`src/rtl/fp_ctrl_pkg.sv`:
```
// FP control encodings shared by the hazard scoreboard, its interface and the div/sqrt sequencer.
package fp_ctrl_pkg;

    localparam logic [2:0] FOP_NONE = 3'd0;
    localparam logic [2:0] FOP_ADD  = 3'd1;
    localparam logic [2:0] FOP_SUB  = 3'd2;
    localparam logic [2:0] FOP_MUL  = 3'd3;
    localparam logic [2:0] FOP_DIV  = 3'd4;
    localparam logic [2:0] FOP_SQRT = 3'd5;

    localparam logic [1:0] FWD_REG = 2'b00;
    localparam logic [1:0] FWD_EXE = 2'b01;
    localparam logic [1:0] FWD_DIV = 2'b10;
    localparam logic [1:0] FWD_LW  = 2'b11;

    typedef enum logic [1:0] {
        IDLE = 2'd0,
        BUSY = 2'd1,
        DONE = 2'd2
    } div_state_e;

    function automatic logic is_pipe_op(input logic [2:0] fop);
        return (fop == FOP_ADD) || (fop == FOP_SUB) || (fop == FOP_MUL);
    endfunction

    function automatic logic is_div_op(input logic [2:0] fop);
        return (fop == FOP_DIV) || (fop == FOP_SQRT);
    endfunction

endpackage

```
`src/rtl/fp_hazard_scoreboard_if.sv`:
```
// ID-stage request / hazard-response bundle between the decode stage and the FP scoreboard.
interface fp_hazard_scoreboard_if #(
    parameter int RN_W = 5
);
    logic [2:0]      id_fop;
    logic            id_wf;
    logic [RN_W-1:0] id_fd;
    logic [RN_W-1:0] id_fs;
    logic            id_use_fs;
    logic [RN_W-1:0] id_ft;
    logic            id_use_ft;
    logic            ewfpr;
    logic [RN_W-1:0] ern;
    logic            mwfpr;
    logic [RN_W-1:0] mrn;
    logic            ext_stall;

    logic            stall;
    logic [1:0]      fwd_a;
    logic [1:0]      fwd_b;
    logic            div_busy;
    logic            wb_valid;
    logic [RN_W-1:0] wb_rn;
    logic            wb_src;

    modport master (
        output id_fop, id_wf, id_fd, id_fs, id_use_fs, id_ft, id_use_ft,
               ewfpr, ern, mwfpr, mrn, ext_stall,
        input  stall, fwd_a, fwd_b, div_busy, wb_valid, wb_rn, wb_src
    );

    modport slave (
        input  id_fop, id_wf, id_fd, id_fs, id_use_fs, id_ft, id_use_ft,
               ewfpr, ern, mwfpr, mrn, ext_stall,
        output stall, fwd_a, fwd_b, div_busy, wb_valid, wb_rn, wb_src
    );
endinterface

```
`src/rtl/fp_div_seq.sv`:
```
// Multi-cycle div/sqrt sequencer: tracks latency, destination register and the single done cycle.
module fp_div_seq
    import fp_ctrl_pkg::*;
#(
    parameter int RN_W       = 5,
    parameter int DIV_CYCLES = 12,
    localparam int CNT_W     = $clog2(DIV_CYCLES)
) (
    input  logic             clk,
    input  logic             rst,
    input  logic             start,
    input  logic [RN_W-1:0]  start_rn,
    output logic             busy,
    output logic             done,
    output logic [RN_W-1:0]  div_rn,
    output logic [CNT_W-1:0] cnt
);

    div_state_e       state_q, state_d;
    logic [CNT_W-1:0] cnt_q, cnt_d;
    logic [RN_W-1:0]  rn_q, rn_d;

    always_ff @(posedge clk or posedge rst) begin
        if (rst) begin
            state_q <= IDLE;
            cnt_q   <= '0;
            rn_q    <= '0;
        end else begin
            state_q <= state_d;
            cnt_q   <= cnt_d;
            rn_q    <= rn_d;
        end
    end

    // DONE accepts a new start so back-to-back divides lose no cycle.
    always_comb begin
        state_d = state_q;
        cnt_d   = cnt_q;
        rn_d    = rn_q;
        unique case (state_q)
            IDLE, DONE: begin
                if (start) begin
                    state_d = BUSY;
                    cnt_d   = CNT_W'(DIV_CYCLES - 1);
                    rn_d    = start_rn;
                end else begin
                    state_d = IDLE;
                end
            end
            BUSY: begin
                if (cnt_q == CNT_W'(1)) begin
                    state_d = DONE;
                    cnt_d   = '0;
                end else begin
                    cnt_d = cnt_q - 1'b1;
                end
            end
            default: state_d = IDLE;
        endcase
    end

    assign busy   = (state_q == BUSY);
    assign done   = (state_q == DONE);
    assign div_rn = rn_q;
    assign cnt    = cnt_q;

endmodule

```
`src/rtl/fp_hazard_scoreboard.sv`:
```
// FP hazard/forwarding unit for ID: pending-write shift register for the pipelined FPU plus
// div/sqrt sequencer tracking, producing stall, operand forward selects and writeback info.
module fp_hazard_scoreboard
    import fp_ctrl_pkg::*;
#(
    parameter int RN_W       = 5,
    parameter int PIPE_DEPTH = 3,
    parameter int DIV_CYCLES = 12
) (
    input  logic                  clk,
    input  logic                  rst,
    fp_hazard_scoreboard_if.slave bus
);

    localparam int CNT_W = $clog2(DIV_CYCLES);

    logic             stg_v  [PIPE_DEPTH];
    logic [RN_W-1:0]  stg_rn [PIPE_DEPTH];

    logic             div_busy, div_done;
    logic [RN_W-1:0]  div_rn;
    logic [CNT_W-1:0] div_cnt;

    logic             want_issue, issue, issue_pipe, issue_div;
    logic             struct_stall, div_stall, waw_stall, stall;
    logic [RN_W-1:0]  src     [2];
    logic             src_use [2];
    logic             raw     [2];
    logic [1:0]       fwd     [2];

    fp_div_seq #(
        .RN_W       (RN_W),
        .DIV_CYCLES (DIV_CYCLES)
    ) u_div_seq (
        .clk      (clk),
        .rst      (rst),
        .start    (issue_div),
        .start_rn (bus.id_fd),
        .busy     (div_busy),
        .done     (div_done),
        .div_rn   (div_rn),
        .cnt      (div_cnt)
    );

    // The FPU never freezes: stages shift every cycle and a stalled ID slot enters as a bubble.
    always_ff @(posedge clk or posedge rst) begin
        if (rst) begin
            stg_v[0]  <= 1'b0;
            stg_rn[0] <= '0;
        end else begin
            stg_v[0]  <= issue_pipe;
            stg_rn[0] <= bus.id_fd;
        end
    end

    for (genvar k = 1; k < PIPE_DEPTH; k++) begin : g_stage
        always_ff @(posedge clk or posedge rst) begin
            if (rst) begin
                stg_v[k]  <= 1'b0;
                stg_rn[k] <= '0;
            end else begin
                stg_v[k]  <= stg_v[k-1];
                stg_rn[k] <= stg_rn[k-1];
            end
        end
    end

    assign src[0]     = bus.id_fs;
    assign src[1]     = bus.id_ft;
    assign src_use[0] = bus.id_use_fs;
    assign src_use[1] = bus.id_use_ft;

    // Only the last stage forwards; younger stages can only be waited on.
    always_comb begin
        for (int unsigned i = 0; i < 2; i++) begin
            raw[i] = 1'b0;
            fwd[i] = FWD_REG;
            if (src_use[i]) begin
                for (int unsigned k = 0; k < PIPE_DEPTH - 1; k++) begin
                    if (stg_v[k] && (stg_rn[k] == src[i])) raw[i] = 1'b1;
                end
                if (div_busy && (div_rn == src[i]))    raw[i] = 1'b1;
                if (bus.ewfpr && (bus.ern == src[i]))  raw[i] = 1'b1;

                if (stg_v[PIPE_DEPTH-1] && (stg_rn[PIPE_DEPTH-1] == src[i])) fwd[i] = FWD_EXE;
                else if (div_done && (div_rn == src[i]))                     fwd[i] = FWD_DIV;
                else if (bus.mwfpr && (bus.mrn == src[i]))                   fwd[i] = FWD_LW;
            end
        end
    end

    // Stall terms use the would-be issue, not issue itself, to keep stall free of a loop.
    assign want_issue   = bus.id_wf && (bus.id_fop != FOP_NONE);
    assign struct_stall = want_issue && is_pipe_op(bus.id_fop) && div_busy
                          && (div_cnt == CNT_W'(PIPE_DEPTH));
    assign div_stall    = want_issue && is_div_op(bus.id_fop) && div_busy;
    assign waw_stall    = want_issue && div_busy && (bus.id_fd == div_rn);
    assign stall        = bus.ext_stall || raw[0] || raw[1]
                          || struct_stall || div_stall || waw_stall;

    assign issue      = !stall && want_issue;
    assign issue_pipe = issue && is_pipe_op(bus.id_fop);
    assign issue_div  = issue && is_div_op(bus.id_fop);

    always_comb begin
        bus.wb_valid = 1'b0;
        bus.wb_rn    = '0;
        bus.wb_src   = 1'b0;
        if (stg_v[PIPE_DEPTH-1]) begin
            bus.wb_valid = 1'b1;
            bus.wb_rn    = stg_rn[PIPE_DEPTH-1];
        end else if (div_done) begin
            bus.wb_valid = 1'b1;
            bus.wb_rn    = div_rn;
            bus.wb_src   = 1'b1;
        end
    end

    assign bus.stall    = stall;
    assign bus.fwd_a    = fwd[0];
    assign bus.fwd_b    = fwd[1];
    assign bus.div_busy = div_busy;

endmodule
```
`src/flat_wrapper.sv`:
```
// flat-port wrapper written by rule: the top's interface ports become plain ports
module fp_hazard_scoreboard_flat import fp_ctrl_pkg::*;
#(
    parameter int RN_W       = 5,
    parameter int PIPE_DEPTH = 3,
    parameter int DIV_CYCLES = 12
)
  (clk, rst, bus_id_fop, bus_id_wf, bus_id_fd, bus_id_fs, bus_id_use_fs, bus_id_ft, bus_id_use_ft, bus_ewfpr, bus_ern, bus_mwfpr, bus_mrn, bus_ext_stall, bus_stall, bus_fwd_a, bus_fwd_b, bus_div_busy, bus_wb_valid, bus_wb_rn, bus_wb_src);
  fp_hazard_scoreboard_if #(.RN_W(RN_W)) bus_i ();
  input  logic clk;
  input  logic rst;
  input wire logic [$bits(bus_i.id_fop)-1:0] bus_id_fop;
  input wire logic [$bits(bus_i.id_wf)-1:0] bus_id_wf;
  input wire logic [$bits(bus_i.id_fd)-1:0] bus_id_fd;
  input wire logic [$bits(bus_i.id_fs)-1:0] bus_id_fs;
  input wire logic [$bits(bus_i.id_use_fs)-1:0] bus_id_use_fs;
  input wire logic [$bits(bus_i.id_ft)-1:0] bus_id_ft;
  input wire logic [$bits(bus_i.id_use_ft)-1:0] bus_id_use_ft;
  input wire logic [$bits(bus_i.ewfpr)-1:0] bus_ewfpr;
  input wire logic [$bits(bus_i.ern)-1:0] bus_ern;
  input wire logic [$bits(bus_i.mwfpr)-1:0] bus_mwfpr;
  input wire logic [$bits(bus_i.mrn)-1:0] bus_mrn;
  input wire logic [$bits(bus_i.ext_stall)-1:0] bus_ext_stall;
  output wire logic [$bits(bus_i.stall)-1:0] bus_stall;
  output wire logic [$bits(bus_i.fwd_a)-1:0] bus_fwd_a;
  output wire logic [$bits(bus_i.fwd_b)-1:0] bus_fwd_b;
  output wire logic [$bits(bus_i.div_busy)-1:0] bus_div_busy;
  output wire logic [$bits(bus_i.wb_valid)-1:0] bus_wb_valid;
  output wire logic [$bits(bus_i.wb_rn)-1:0] bus_wb_rn;
  output wire logic [$bits(bus_i.wb_src)-1:0] bus_wb_src;
  assign bus_i.id_fop = bus_id_fop;
  assign bus_i.id_wf = bus_id_wf;
  assign bus_i.id_fd = bus_id_fd;
  assign bus_i.id_fs = bus_id_fs;
  assign bus_i.id_use_fs = bus_id_use_fs;
  assign bus_i.id_ft = bus_id_ft;
  assign bus_i.id_use_ft = bus_id_use_ft;
  assign bus_i.ewfpr = bus_ewfpr;
  assign bus_i.ern = bus_ern;
  assign bus_i.mwfpr = bus_mwfpr;
  assign bus_i.mrn = bus_mrn;
  assign bus_i.ext_stall = bus_ext_stall;
  assign bus_stall = bus_i.stall;
  assign bus_fwd_a = bus_i.fwd_a;
  assign bus_fwd_b = bus_i.fwd_b;
  assign bus_div_busy = bus_i.div_busy;
  assign bus_wb_valid = bus_i.wb_valid;
  assign bus_wb_rn = bus_i.wb_rn;
  assign bus_wb_src = bus_i.wb_src;
  fp_hazard_scoreboard #(.RN_W(RN_W), .PIPE_DEPTH(PIPE_DEPTH), .DIV_CYCLES(DIV_CYCLES)) u_core (.clk(clk), .rst(rst), .bus(bus_i));
endmodule
```
`config.mk`:
```
export PLATFORM = sky130hd
export DESIGN_NAME = fp_hazard_scoreboard_flat
export DESIGN_NICKNAME = d
export VERILOG_FILES = /design/src/rtl/fp_ctrl_pkg.sv /design/src/rtl/fp_hazard_scoreboard_if.sv /design/src/rtl/fp_div_seq.sv /design/src/rtl/fp_hazard_scoreboard.sv /design/src/flat_wrapper.sv
export SDC_FILE = /design/constraint.sdc
export NUM_CORES = 1
export LEC_CHECK = 0
export ABC_CLOCK_PERIOD_IN_PS = 2600
export BUFFER_PORTS_ARGS = -buffer_cell sky130_fd_sc_hd__buf_2
export CORE_ASPECT_RATIO = 1.25
export CORE_MARGIN = 5
export CORE_UTILIZATION = 55
export CTS_BUF_LIST = sky130_fd_sc_hd__clkbuf_4
export CTS_CLUSTER_DIAMETER = 120
export DETAILED_ROUTE_END_ITERATION = 8
export GPL_ROUTABILITY_DRIVEN = 0
export MAX_ROUTING_LAYER = met4
export PLACE_DENSITY_LB_ADDON = 0.1
export SLEW_MARGIN = 25
export SYNTH_ARGS = -nofsm -noshare
export SYNTH_HDL_FRONTEND = slang
export SYNTH_SLANG_ARGS = --single-unit
```
`constraint.sdc`:
```
create_clock -name clk -period 2.6 [get_ports clk]
set_input_delay 0.39 -clock clk [delete_from_list [all_inputs] [get_ports clk]]
set_output_delay 0.39 -clock clk [all_outputs]
set_load 0.01 [all_outputs]
```
-- After elaboration in Yosys (flattened, before gate mapping)
Cells that the tools add are included.
- register bits after elaboration: 29
- bits in latches: 0
- RAM bits: 0
- memory bits (read-only): 0
- input bits: 36
- word-level logic and storage cells: 103
- memories: 0
- add/subtract/negate cells: 1
- $mul: 0
- divide/modulo/power cells: 0
- $lt $le $gt $ge: 0
- eq/ne operators: 24
- shifts and indexed selects: 0
- multiplexer cells: 29
- bitwise gates (word level): 0
- reductions and logical operators: 40
- operators by type and width (cell ; number):
    == test 5 bit ; 13
    logical AND 1 bit ; 25
    2-to-1 mux 2 bit ; 9
    2-to-1 mux 1 bit ; 14
    2-to-1 mux 5 bit ; 2
    logical OR 1 bit ; 8
    2-to-1 mux 4 bit ; 2
    one-hot mux 4 bit (2 select lines) ; 1
    == test 3 x 2 -> 1 bit (second input constant) ; 2
    == test 3 bit (second input constant) ; 2
    == test 4 x 1 -> 1 bit (second input constant) ; 1
    == test 4 x 2 -> 1 bit (second input constant) ; 1
    one-hot mux 2 bit (2 select lines) ; 1
    AND reduction 2 bit ; 2
    subtractor 4 x 1 -> 4 bit (second input constant) ; 1
    == test 3 x 1 -> 1 bit (second input constant) ; 1
    nonzero test 3 bit ; 1
    == test 2 x 1 -> 1 bit (second input constant) ; 1
    == test 2 bit (second input constant) ; 1
    logical NOT 2 bit ; 1
    != test 2 x 1 -> 1 bit (second input constant) ; 1
    != test 2 bit (second input constant) ; 1
    nonzero test 2 bit ; 1
    OR reduction 2 bit ; 1
    logical NOT 1 bit ; 1

-- Logic depth before layout (Yosys ltp)
- depth in word-level cells: 17
- depth in mapped cells: 8
- mapped depth without buffers: 7

-- Hierarchy
From an unflattened synthesis, not the netlist that was laid out.
- cells, all modules: 213
- area, all modules: 2011.9 sq um
- by module, submodules not included (module ; times used ; cells each ; area each (sq um) ; sequential area each (sq um)):
    fp_hazard_scoreboard ; 1 ; 170 ; 1510.2 ; 450.4
    fp_div_seq ; 1 ; 43 ; 501.7 ; 275.3

-- Least setup slack after synthesis
Ideal clock, no wire load.
- path kind: in2reg
- start: input port bus_id_fs[2]
- end: register u_core.u_div_seq.rn_q[0] (netlist: u_core.u_div_seq.div_rn[0])
- arrival: 1.781 ns
- path slack: 0.694 ns
- stages: 8
- path buffers: 1
- path through: buf_6 -> xor2_1 -> nor4_1 -> and3_1 -> a21oi_2 -> a31o_4 -> nand3_4 -> mux2_4
- word-level cells in the longest chain between the ends: 16
- elaborated cells on any way between the ends: 22
- those cells by class: eq/ne (4); mux (5); reduce/logical (13)
- RTL lines (what ; RTL line ; source):
    start: declaration ; flat_wrapper.sv:15 ; input wire logic [$bits(bus_i.id_fs)-1:0] bus_id_fs;
    == test 5 bit ; fp_hazard_scoreboard.sv:80 ; if (stg_v[k] && (stg_rn[k] == src[i])) raw[i] = 1'b1;
    logical AND 1 bit ; fp_hazard_scoreboard.sv:80 ;
    2-to-1 mux 1 bit (2 in a row) ; fp_hazard_scoreboard.sv:80 ;
    2-to-1 mux 1 bit ; fp_hazard_scoreboard.sv:82 ; if (div_busy && (div_rn == src[i])) raw[i] = 1'b1;
    2-to-1 mux 1 bit * ; fp_hazard_scoreboard.sv:83 ; if (bus.ewfpr && (bus.ern == src[i])) raw[i] = 1'b1;
    2-to-1 mux 1 bit * ; fp_hazard_scoreboard.sv:78 ; if (src_use[i]) begin
    logical OR 1 bit * (2 in a row) ; fp_hazard_scoreboard.sv:98 ; assign stall = bus.ext_stall || raw[0] || raw[1]
    logical OR 1 bit * (3 in a row) ; fp_hazard_scoreboard.sv:99 ; || struct_stall || div_stall || waw_stall;
    logical NOT 1 bit * ; fp_hazard_scoreboard.sv:101 ; assign issue = !stall && want_issue;
    logical AND 1 bit * ; fp_hazard_scoreboard.sv:101 ;
    logical AND 1 bit * ; fp_hazard_scoreboard.sv:103 ; assign issue_div = issue && is_div_op(bus.id_fop);
    AND reduction 2 bit (no source line) * ; -- ;
    end signal: assignment ; fp_div_seq.sv:31 ; rn_q <= rn_d;
    end: declaration ; fp_div_seq.sv:21 ; logic [RN_W-1:0] rn_q, rn_d;
Mark *: on every way between the ends. The rest lies on a longest branch, timed or not.
A chain may end at the register's enable or synchronous reset.

-- Worst setup path after layout
- start: register u_core.u_div_seq.rn_q[4] (netlist: u_core.u_div_seq.div_rn[4])
- end: output port bus_stall
- word-level cells in the longest chain between the ends: 10
- elaborated cells on any way between the ends: 17
- those cells by class: eq/ne (3); mux (6); reduce/logical (8)
- RTL lines (what ; RTL line ; source):
    == test 5 bit ; fp_hazard_scoreboard.sv:82 ;
    logical AND 1 bit ; fp_hazard_scoreboard.sv:82 ;
    2-to-1 mux 1 bit ; fp_hazard_scoreboard.sv:82 ;
    2-to-1 mux 1 bit ; fp_hazard_scoreboard.sv:83 ;
    2-to-1 mux 1 bit ; fp_hazard_scoreboard.sv:78 ;
    logical OR 1 bit (2 in a row) ; fp_hazard_scoreboard.sv:98 ;
    logical OR 1 bit (2 in a row) ; fp_hazard_scoreboard.sv:99 ;
    logical OR 1 bit * ; fp_hazard_scoreboard.sv:99 ;
    end: declaration ; flat_wrapper.sv:24 ; output wire logic [$bits(bus_i.stall)-1:0] bus_stall;
Marked as above.

==> out/qor.csv <==
stage,metric,value,unit
synth,Synth Area in Compound Gates,6.88,%
sta,clk_skew,0.00631,ns
synth,Cells after Synth,203,
synth,Mean Syn Cell Area,9.95,um2
synth,mux cell area share after synthesis,4.21,%
worst_setup_path,Crit path largest cell delay,0.51,ns
floorplanning,row cnt,24,
power,Static Leakage,1.09,nW
synth,"Top FF cell, synth",dfrtp_1,
sta,Worst Max-Slew Pin Slew,0.458,ns
power,total power draw,1.44,mW
power,maximum VDD drop,0.577,mV
sta,Tmin final,2.43,ns
worst_setup_path,Worst R2R End,u_core.u_div_seq.div_rn[3]$_DFFE_PP0P_,
clock_network,CTS Root Buffer Type,clkbuf_4,
worst_setup_path,flop2flop setup slack,0.59,ns
finish,ant diodes,0,
clock_network,H-tree level count,2,
finish,Multi-input gate area,0.00118,mm2
synth,Unique masters post-synth,38,
clock_network,CTS tree,yes,
sta,Final period util,93.3,%
sta,fmax,412,MHz
finish,final instance area,0.00228,mm2
status,status,finished clean,
routing,WL per Instance,15.8,um
job,Max-Cap Viols,0,
synth,post-synthesis cell area,0.00202,mm2
synth,Synth Warn #,0,
clock_network,"Clk Latency, worst-skew pair",0.32,ns
power,Flop pwr share,47.3,%
floorplanning,area of the core,0.00351,mm2
synth,Yosys top cell area share,35.9,%
finish,Final nets,287,
finish,final cell count without fillers,288,
finish,proportion of layout cells with a drive suffix above 1,27.7,%
grt,largest net degree at the start of global routing,30,
power,Internal,0.907,mW
worst_setup_path,Worst Setup End Kind,primary output,
worst_setup_path,"Slowest-stage cell, CP",dfrtp_1,
floorplanning,die span in x,64.2,um
worst_setup_path,CP arrival,2.04,ns
worst_setup_path,Crit. Startpoint,u_core.u_div_seq.div_rn[4]$_DFFE_PP0P_,
worst_setup_path,FF-to-FF Start,u_core.u_div_seq.div_rn[4]$_DFFE_PP0P_,
sta,final worst slack,0.175,ns
sta,final hold viol count,0,
placed_design,Placed Area,0.00223,mm2
sta,Setup TNS,0,ns
finish,most frequent cells in the layout,"buf_2 (48), xor2_1 (47), dfrtp_1 (29), nand2_1 (19), xnor2_1 (18)",
synth,Post-Synth Simple-Gate Area,17.0,%
worst_setup_path,crit-path cells,"xnor2_1, nand3_1, nor3_2, a21oi_2, a31o_4, o211ai_1, buf_2",
routing,starting DRC count in detailed routing,41,
routing,via/cell ratio,5.42,
sta,RSZ-0062 raised after global routing,no,
sta,worst hold margin,0.114,ns
worst_setup_path,end point of the critical path,bus_stall,
synth,post-synthesis xor/xnor area fraction,28.2,%
clock_network,Clock transition at path regs,0.09,ns
routing,DR vias,1560,
finish,"most common cell after layout, fill and taps aside",buf_2,
floorplanning,Initial Utilization,57.5,%
floorplanning,IO Pins,49,
synth,ranking of synthesized cells by area,"dfrtp_1 (36%), xor2_1 (20%), xnor2_1 (7.8%)",
placed_design,port buffer count,48,
synth,largest family of logic cells by synthesized area,XOR/XNOR gates,
synth,"area leader, netlist",dfrtp_1,
routing,Antenna Nets Post-Route,0,
synth,adder-cell share of the synthesized area,1.86,%
power,power share of the clock group,17.0,%
finish,area delta synth->final,13.0,%
floorplanning,Die H,77.7,um
synth,Synth Net Count,242,
finish,FF+latch area,726,um2
worst_setup_path,R2R depth,7,
clock_network,maximum buffer depth of the clock tree,2,
sta,"Setup violations, final",0,
floorplanning,die area,0.00499,mm2
worst_setup_path,"Req. time, crit path",2.21,ns
placed_design,Cells after DPL,280,
grt,GR Overflow Total,0,
clock_network,CTS Sinks,29,
grt,first-pass GRT wire length,7.60,mm
power,sw frac,36.8,%
clock_network,CTS Buf Count,5,
routing,DRC Markers,0,
clock_network,Hold Buf Count CTS,0,
routing,DR pass1 iterations,4,
synth,ys async rst share,100,%
worst_setup_path,critical path type,reg -> out,
grt,initial antenna violation count,0,
worst_setup_path,Worst Setup Start Kind,flop,
synth,sequential fraction of the synthesis area,35.9,%
finish,Fillers,315,
hold_path,Hold Crit Class,in -> async,
worst_setup_path,CP max FO,5,
placed_design,Post-Place Worst Slack,0.413,ns
grt,vias in the first global route,1671,
synth,"flops & latches, synth",29,
sta,worst relative slew slack,69.0,%
sta,fin. max-slew vios,0,
power,Comb power frac,35.7,%
grt,Global Route Usage Sum,20.3,%
placed_design,Post-DP HPWL,3.58,mm
routing,final WL,4.54,mm
power,switching power,0.529,mW
synth,number of flops mapped to enable cells by yosys,0,
finish,utilization after layout,65.0,%
power,PwrDens,629,mW/mm2
==> synth_stat cells, types with 4 or more instances <==
| master | n |
|---|---|
| xor2_1 | 47 |
| buf_2 | 5 |
| mux2_4 | 5 |
| nor3_1 | 4 |
| nor2_1 | 5 |
| nand2_1 | 19 |
| and3_1 | 5 |
| a21oi_1 | 5 |
| o21ai_0 | 5 |
| xnor2_1 | 18 |
| dfrtp_1 | 29 |
| nor4_1 | 10 |
| inv_1 | 6 |
| nand3_1 | 5 |
==> power by group through the flow <==
stage	sequential [mW]	combinational, mW	clock [mW]
3_5_place_dp	0.686	0.507	0
3_3_place_gp	0.685	0.501	0
6_report	0.679	0.513	0.244
2_1_floorplan	0.644	0.408	0
5_1_grt	0.696	0.580	0.277
4_1_cts	0.679	0.517	0.257
==> layout make-up <==
class                      count  share of cell area, %
clock inverter                 3                  0.548
tap                           39                   2.14
sequential                    29                   31.8
timing repair buffer          50                   11.2
clock buffer                   5                   1.64
multi-input combinational    156                   51.7
inverter                       6                  0.987
==> cells by family after synthesis <==
| group | count (synthesis) |
|---|---|
| buf+inv | 18 |
| flops | 29 |
| fa+ha+maj | 3 |
| compound gates | 20 |
| xor+xnor | 65 |
| mux | 6 |
| simple gates | 62 |
==> flip-flops by register name, indices dropped and copies added (netlist names) <==
signal	flops
u_core.stg_rn	15
u_core.stg_v	3
u_core.u_div_seq.cnt	4
u_core.u_div_seq.div_rn	5
u_core.u_div_seq.state_q	2
==> how the worst min path moves through the flow <==
stage / start / end / slack (ns) / depth (start not counted)
2_1_floorplan: u_core.stg_v[1]$_DFF_PP0_ / u_core.stg_v[0]$_DFF_PP0_ / 0.37 / 0
5_1_grt: rst / u_core.u_div_seq.cnt[3]$_DFFE_PP0P_ / 0.13 / 3
6_report: rst / u_core.u_div_seq.cnt[3]$_DFFE_PP0P_ / 0.11 / 3
3_5_place_dp: u_core.stg_v[1]$_DFF_PP0_ / u_core.stg_v[0]$_DFF_PP0_ / 0.39 / 0
4_1_cts: rst / u_core.u_div_seq.cnt[3]$_DFFE_PP0P_ / 0.11 / 3
3_3_place_gp: u_core.stg_v[1]$_DFF_PP0_ / u_core.stg_v[0]$_DFF_PP0_ / 0.39 / 0
==> timing repair <==
action | in CTS | in global routing
gates resized for setup | 0 | 1
endpoints found under the hold margin | 0 | 0
buffers inserted | 0 | 0
endpoints found under the setup margin | 0 | 1
==> per-layer routing <==
| layer | up-vias | GRT usage, % | routed length, um |
|---|---|---|---|
| li1 | 774 | - | - |
| met4 | 0 | 10.2 | 128 |
| met2 | 40 | 35.9 | 2360 |
| met1 | 736 | 21.0 | 1820 |
| met3 | 10 | 3.90 | 225 |
| met5 | - | - | 0 |
==> critical path: cells and delay by family, from the launching register on <==
kind,cells,cell delay (ns)
compound gates,3,0.46
xor+xnor,1,0.16
buf+inv,1,0.17
flops,1,0.51
simple gates,2,0.40
No activity file was read; power rests on OpenSTA's default activity.
